**config.mk**
```make
export PLATFORM = sky130hd
export DESIGN_NAME = reg_bus_master
export DESIGN_NICKNAME = d
export VERILOG_FILES = /design/src/rtl/reg_bus_master.sv
export SDC_FILE = /design/constraint.sdc
export NUM_CORES = 1
export LEC_CHECK = 0
export ABC_AREA = 1
export BUFFER_PORTS_ARGS = -buffer_cell sky130_fd_sc_hd__buf_2
export CAP_MARGIN = 20
export CORE_MARGIN = 8
export CORE_UTILIZATION = 40
export DETAILED_ROUTE_END_ITERATION = 7
export PLACE_DENSITY = 0.79
export SLEW_MARGIN = 10
export SYNTH_ARGS = -nofsm -noshare
export SYNTH_HDL_FRONTEND = slang
export SYNTH_SLANG_ARGS = --single-unit
```
**constraint.sdc**
```tcl
create_clock -name bus_clk -period 1.7 [get_ports bus_clk]
set_clock_uncertainty 0.15 [all_clocks]
set_input_delay 0.17 -clock bus_clk [delete_from_list [all_inputs] [get_ports bus_clk]]
set_output_delay 0.17 -clock bus_clk [all_outputs]
set_load 0.02 [all_outputs]
```
**src/rtl/reg_bus_master.sv**
```systemverilog
// reg_bus_master
//   Single-outstanding request master for a simple register bus. A request
//   accepted in IDLE is played out as a write (WRITE strobe cycle + WHOLD
//   cycle) or a read (READ_WAIT cycles with cs high, data sampled at the
//   last edge), then a one-cycle response pulse. All outputs are registered.
//
//   Optional build macro: WRITE_VERIFY_EN
//     Adds a VERIFY phase after WHOLD that reads the register back for
//     READ_WAIT cycles and flags a mismatch on any enabled byte.
//
// Parameters
//   READ_WAIT     read/verify cycles with cs high before sampling (1..15)
// Ports
//   bus_clk       clock, rising edge
//   reset         synchronous, active-high
//   req_valid     request present
//   req_ready     request accepted when req_valid & req_ready at an edge
//   req_read      1 = read, 0 = write
//   req_addr      register address
//   req_data      write data
//   req_byte_en   write byte enables (bit N -> byte N), ignored for reads
//   rsp_valid     one-cycle completion pulse
//   rsp_data      read data / readback data, 0 for plain writes
//   rsp_error     write-verify mismatch, valid with rsp_valid
//   cs            bus chip select
//   wr0..wr3      byte write strobes
//   addr          bus address
//   bus_data_out  bus write data
//   bus_data_in   bus read data from the selected slave
module reg_bus_master #(
  parameter int unsigned READ_WAIT = 2
) (
  input  logic        bus_clk,
  input  logic        reset,
  input  logic        req_valid,
  output logic        req_ready,
  input  logic        req_read,
  input  logic [12:0] req_addr,
  input  logic [31:0] req_data,
  input  logic [3:0]  req_byte_en,
  output logic        rsp_valid,
  output logic [31:0] rsp_data,
  output logic        rsp_error,
  output logic        cs,
  output logic        wr0,
  output logic        wr1,
  output logic        wr2,
  output logic        wr3,
  output logic [12:0] addr,
  output logic [31:0] bus_data_out,
  input  logic [31:0] bus_data_in
);

  typedef enum logic [2:0] {
    IDLE,
    WRITE,
    WHOLD,
    READ,
    RSP
`ifdef WRITE_VERIFY_EN
    , VERIFY
`endif
  } state_t;

  localparam logic [3:0] LAST_WAIT = 4'(READ_WAIT - 1);

  state_t      state, state_nxt;
  logic [3:0]  cnt, cnt_nxt;
  logic [3:0]  be_q, be_nxt;
  logic        ready_nxt;
  logic        cs_nxt;
  logic [3:0]  wr_nxt;
  logic [12:0] addr_nxt;
  logic [31:0] dout_nxt;
  logic        rsp_valid_nxt;
  logic [31:0] rsp_data_nxt;
  logic        rsp_error_nxt;

`ifdef WRITE_VERIFY_EN
  logic [31:0] be_mask;
  assign be_mask = {{8{be_q[3]}}, {8{be_q[2]}}, {8{be_q[1]}}, {8{be_q[0]}}};
`endif

  always_comb begin
    state_nxt     = state;
    cnt_nxt       = cnt;
    be_nxt        = be_q;
    addr_nxt      = addr;
    dout_nxt      = bus_data_out;
    rsp_data_nxt  = rsp_data;
    rsp_error_nxt = rsp_error;

    case (state)
      IDLE: begin
        if (req_valid && req_ready) begin
          addr_nxt = req_addr;
          be_nxt   = req_byte_en;
          cnt_nxt  = '0;
          if (req_read) begin
            state_nxt = READ;
          end else begin
            dout_nxt  = req_data;
            state_nxt = WRITE;
          end
        end
      end
      WRITE: state_nxt = WHOLD;
      WHOLD: begin
`ifdef WRITE_VERIFY_EN
        state_nxt = VERIFY;
        cnt_nxt   = '0;
`else
        state_nxt     = RSP;
        rsp_data_nxt  = '0;
        rsp_error_nxt = 1'b0;
`endif
      end
      READ: begin
        if (cnt == LAST_WAIT) begin
          state_nxt     = RSP;
          rsp_data_nxt  = bus_data_in;
          rsp_error_nxt = 1'b0;
        end else begin
          cnt_nxt = cnt + 4'd1;
        end
      end
`ifdef WRITE_VERIFY_EN
      VERIFY: begin
        // bus_data_out still holds the written word, so it is the reference
        if (cnt == LAST_WAIT) begin
          state_nxt     = RSP;
          rsp_data_nxt  = bus_data_in;
          rsp_error_nxt = |((bus_data_in ^ bus_data_out) & be_mask);
        end else begin
          cnt_nxt = cnt + 4'd1;
        end
      end
`endif
      RSP:     state_nxt = IDLE;
      default: state_nxt = IDLE;
    endcase

    // Registered outputs are derived from the state being entered so that
    // they line up with that state's cycle.
    ready_nxt     = (state_nxt == IDLE);
    cs_nxt        = !((state_nxt == IDLE) || (state_nxt == RSP));
    wr_nxt        = (state_nxt == WRITE) ? be_nxt : '0;
    rsp_valid_nxt = (state_nxt == RSP);
  end

  always_ff @(posedge bus_clk) begin
    if (reset) begin
      state                  <= IDLE;
      cnt                    <= '0;
      be_q                   <= '0;
      req_ready              <= 1'b0;
      cs                     <= 1'b0;
      {wr3, wr2, wr1, wr0}   <= '0;
      addr                   <= '0;
      bus_data_out           <= '0;
      rsp_valid              <= 1'b0;
      rsp_data               <= '0;
      rsp_error              <= 1'b0;
    end else begin
      state                  <= state_nxt;
      cnt                    <= cnt_nxt;
      be_q                   <= be_nxt;
      req_ready              <= ready_nxt;
      cs                     <= cs_nxt;
      {wr3, wr2, wr1, wr0}   <= wr_nxt;
      addr                   <= addr_nxt;
      bus_data_out           <= dout_nxt;
      rsp_valid              <= rsp_valid_nxt;
      rsp_data               <= rsp_data_nxt;
      rsp_error              <= rsp_error_nxt;
    end
  end

endmodule

```
# After elaboration in Yosys (flattened, before gate mapping)
# Index checks and enable logic that the tools add are counted.
# totals
wordCells	51
output_inout_bits	85
input_bits	85
regBits	96
# op_classes
n_reduce_logical	12
n_bitwise	2
eq_ne	9
addsub	1
muxes	13
# op_table
operator	n
32-bit one-hot mux with 2 select lines	1
32-bit two-way mux	1
4-bit two-way mux	4
3-bit one-hot mux with 4 select lines	1
4-bit one-hot mux with 2 select lines	1
3-bit by 1-bit == test with 1-bit output (second input constant)	2
3-bit by 2-bit == test with 1-bit output (second input constant)	2
3-bit logical NOT	2
3-bit two-way mux	2
2-bit inequality test (second input constant)	3
3-bit AND reduction	2
4-bit by 1-bit adder with 4-bit output (second input constant)	1
4-bit by 1-bit == test with 1-bit output (second input constant)	1
2-bit AND reduction	2
2-bit nonzero test	2
3-bit == test (second input constant)	1
2-bit two-way mux	1
1-bit NOT	2
1-bit one-hot mux with 2 select lines	1
2-bit OR reduction	1
1-bit logical AND	1
1-bit logical NOT	1
1-bit logical OR	1
1-bit two-way mux	1

# Longest topological paths before layout
# logic_depth
depth_word	6
depth_mapped	9
mapped_depth_nobuf	8

# Worst setup path before layout
# OpenSTA, ideal clock, no wires.
# synth_path
path_kind	register to register
start	register req_ready
end	register bus_data_out[10]
setup_ns	0.116
path_buffers	1
stages_incl_launch_ff	9
required_time_ns	1.434
arrival_ns	1.248
setup_slack_ns	0.186
period_less_slack_ns	1.514
path_cell_list	dfxtp_1 -> nand2_1 -> inv_1 -> nand3_4 -> nor2_4 -> inv_2 -> buf_6 -> nor2_1 -> nor2_1
# synth_between
elab_chain_cells	2
# synth_lines
item	line_no	rtl
start: declaration	36	output logic req_ready,
start signal: assignment	168	req_ready <= ready_nxt;
1-bit logical AND	95	if (req_valid && req_ready) begin
3-bit AND reduction (no source line)	n/a	
end signal: assignment	172	bus_data_out <= dout_nxt;
end: declaration	50	output logic [31:0] bus_data_out,
# Every way passes these cells.
# A chain may end at the register's enable or synchronous reset.

# Final worst setup path
# layout_path
start	register state[2]
end	register bus_data_out[31]
# layout_between
elab_chain_cells	2
# layout_lines
item	line_no	rtl
start: declaration	67	state_t state, state_nxt;
start signal: assignment	165	state <= state_nxt;
3-bit logical NOT	93	case (state)
3-bit AND reduction (no source line)	n/a	
# Every way passes these cells.

==> flow_summary.yaml <==
drt:
  viasPerCell: 4.831
  wl_um: 11950
  drt_iter0_markers: 234
  drc: 0
  wl_per_cell_um: 14.89
  num_vias: 3879
  dr.pass1.iters: 4
  ant_nets: 0
place:
  dp_hpwl_um: 7516
  pre_cts_ws_ps: -359.4
  io_buffers: 168
  globalplace.congestion: 0.8078
floorplanning:
  core_mm2: 0.008593
  ios: 170
  die_w_um: 109.6
  die-area_mm2: 0.01201
  rows: 34
  die_h_um: 109.6
  initial_core_util_pct: 40.78
power:
  switching_share_pct: 28.77
  p_clk_share_pct: 29.6
  total_leakage_power_nw: 2.850
  pwr-share-seq_pct: 52.0
  switchingPower_mw: 1.314
  p_per_area_mw_per_mm2: 827.6
  p_int_mw: 3.253
  pwr-share-comb_pct: 18.4
  vdd_drop_max_uv: 622.3
run_status:
  status: "completed"
finish:
  nNetsFinal: 773
  layout_commonest_cell: "buf_2"
  final_cell_mix: "buf_2 (168), nor2_1 (102), dfxtp_1 (95), dlygate4sd3_1 (78), nand3_1 (68)"
  area_growth_pct: 57.44
  drive_gt1_share_pct: 31.69
critical_path:
  path_class: "flop to flop"
  worst_ep_required_time_ps: 1840
  max_stage_delay_ps: 320
  cp-start-kind: "flop"
  cp-end-kind: "flop"
  arrival_ps: 1740
  critical_path.slowest_cell: "dfxtp_1"
  path_cells: "buf_4 -> nor2_4 -> nand3_4 -> nor2_4 -> buf_12 -> buf_8 -> o21ai_0 -> nor2_1"
  crit_fanout: 10
  rr_worst_depth: 8
  crit_buf_inv: 3
  worst-path-stages: 8
  path_common_cell: "nor2_4"
  crit_family: "simple AND/OR/NAND/NOR gates"
synthesis:
  netlist_area_mm2: 0.003505
  synth_top_area_cell: "dfxtp_1"
  synth_seq_cells: 95
  synth_top_area_share_pct: 54.27
  synth_cells: 436
  synth_fp_nets: 523
  synth-simple-area-share_pct: 30.60
  synth.avg_cell_area_um2: 8.038
  ys_top_cells_by_area: "dfxtp_1 (54%), nor2_1 (11%), nand3_1 (9.7%)"
  ys_seq_area_share_pct: 54.27
  yosys_warnings: 0
  synth_adder_area_share_pct: 0.7140
  synth_cell_types: 24
  synth-xor-area-share_pct: 0
  synth_top_family_by_area: "simple AND/OR/NAND/NOR gates"
  synth_compound_area_share_pct: 6.998
  synthMuxAreaShare_pct: 0
clock_tree:
  clock-root-buffer: "clkbuf_8"
  htreeDepth: 3
  clk_latency_ps: 340
  clk_path_buf_depth: 2
  cts_sinks: 95
  clkTransAtPathRegs_ps: 90
  cts_tree: "yes"
  cts_buffers: 9
hold_path:
  worstHoldPathCells: 5
  hp-class: "primary input to flop"
timing:
  fmax_mhz: 625.2
  fin_crit_ps: 1600
  fin_crit_sh_pct: 94.09
  setup_slack_ps: 100.5
  rsz0062_at_grt: "true"
  hold_violations: 0
  finalSetupViolations: 0
  final_max_slew_viol_count: 0
  tns_ps: 0
job:
  maxCapViolCount: 0
global_route:
  grt_remaining_overflow: 0
  grtUsageTotal_pct: 19.45
  grt_pass1_vias: 4044
  antenna_found_initial: 3
  grt_start_max_net_pins: 43
  grt_pass1_wl_um: 18740
## synth_stat cells
library cell / number
nor2_1: 103
dfxtp_1: 95
nand3_1: 68
nand2_1: 52
o21ai_0: 35
inv_1: 15
buf_2: 10
o21ai_1: 10
buf_4: 7
buf_6: 6
clkbuf_1: 6
nand4_1: 5
nor3_1: 5
a21oi_1: 4
nand2_2: 3
ha_1: 2
inv_2: 2
nor2_4: 2
conb_1: 1
nand2_4: 1
nand3_4: 1
nand3b_1: 1
nor3_2: 1
or2_0: 1
## cell type report
cell class / instances / area, um^2
Clock inverter: 6 / 43.79
Multi-Input combinational cell: 295 / 1359
Clock buffer: 10 / 127.6
Inverter: 17 / 71.32
Tap cell: 108 / 135.1
Timing Repair Buffer: 268 / 1869
Fill cell: 718 / 3075
Antenna cell: 4 / 10.01
Sequential cell: 95 / 1902
## final timing paths
check | to | start | slack (ps)
max | bus_data_out[31] | state[2] | 100
min | be_q[0] | req_byte_en[0] | 50
min reg2reg | rsp_data[23] | rsp_data[23] | 320
max reg2reg | bus_data_out[31] | state[2] | 100
## timing repair
action,4_1_cts,5_1_grt
resized for setup,3,13
hold endpoints to repair,78,0
setup buffers,2,3
cloned,0,1
pin swaps,2,2
hold buffers,78,0
setup endpoints to repair,52,77
## cell families (layout without fill, tap and decap cells)
group / after synthesis / after routing
adder cells (fa/ha/maj): 2 / 2
other: 1 / 5
AND/OR/NAND/NOR: 243 / 243
AO/OA/AOI/OAI: 49 / 49
buffers and inverters: 46 / 301
flip-flops: 95 / 95
## state kept, by name, summed over array words and instances (netlist names)
signal,count
cnt,4
wr3,1
rsp_data,32
rsp_valid,1
state,3
cs,1
be_q,4
wr1,1
addr,13
bus_data_out,32
wr2,1
wr0,1
req_ready,1
## worst register-to-register path, cell delays in order (launching register included)
cell	delay [ps]
dfxtp_1	320
buf_4	150
nor2_4	160
nand3_4	150
nor2_4	140
buf_12	130
buf_8	120
o21ai_0	110
nor2_1	110
## power by group through the flow
| stage | logic (mW) | clock network [mW] | registers (mW) |
|---|---|---|---|
| 2_1_floorplan | 0.282 | 0 | 2.54 |
| 3_3_place_gp | 0.632 | 0 | 2.42 |
| 3_5_place_dp | 0.646 | 0 | 2.42 |
| 4_1_cts | 0.798 | 1.38 | 2.37 |
| 5_1_grt | 0.918 | 1.48 | 2.39 |
| 6_report | 0.840 | 1.35 | 2.38 |
## per-stage QoR
stage	instance area, um^2	utilization [%]	cells	hold slack, ps	power, mW
3_5_place_dp	4433	51.59	699	241.1	3.071
6_report	5518	64.21	803	45.85	4.566
5_1_grt	5515	64.18	802	51.98	4.789
2_1_floorplan	3505	-	436	151.3	2.823
4_1_cts	5410	62.96	795	22.01	4.551
3_3_place_gp	4433	51.59	699	234.8	3.053
## per-layer routing
metal / GRT usage (%) / vias up / routed length (um)
met5: 0 / - / 0
met4: 9.450 / 0 / 355
met3: 4.924 / 30 / 853
met2: 35.44 / 142 / 6246
met1: 20.38 / 1790 / 4497
li1: - / 1917 / -
Power figures use the tool's default switching activity.
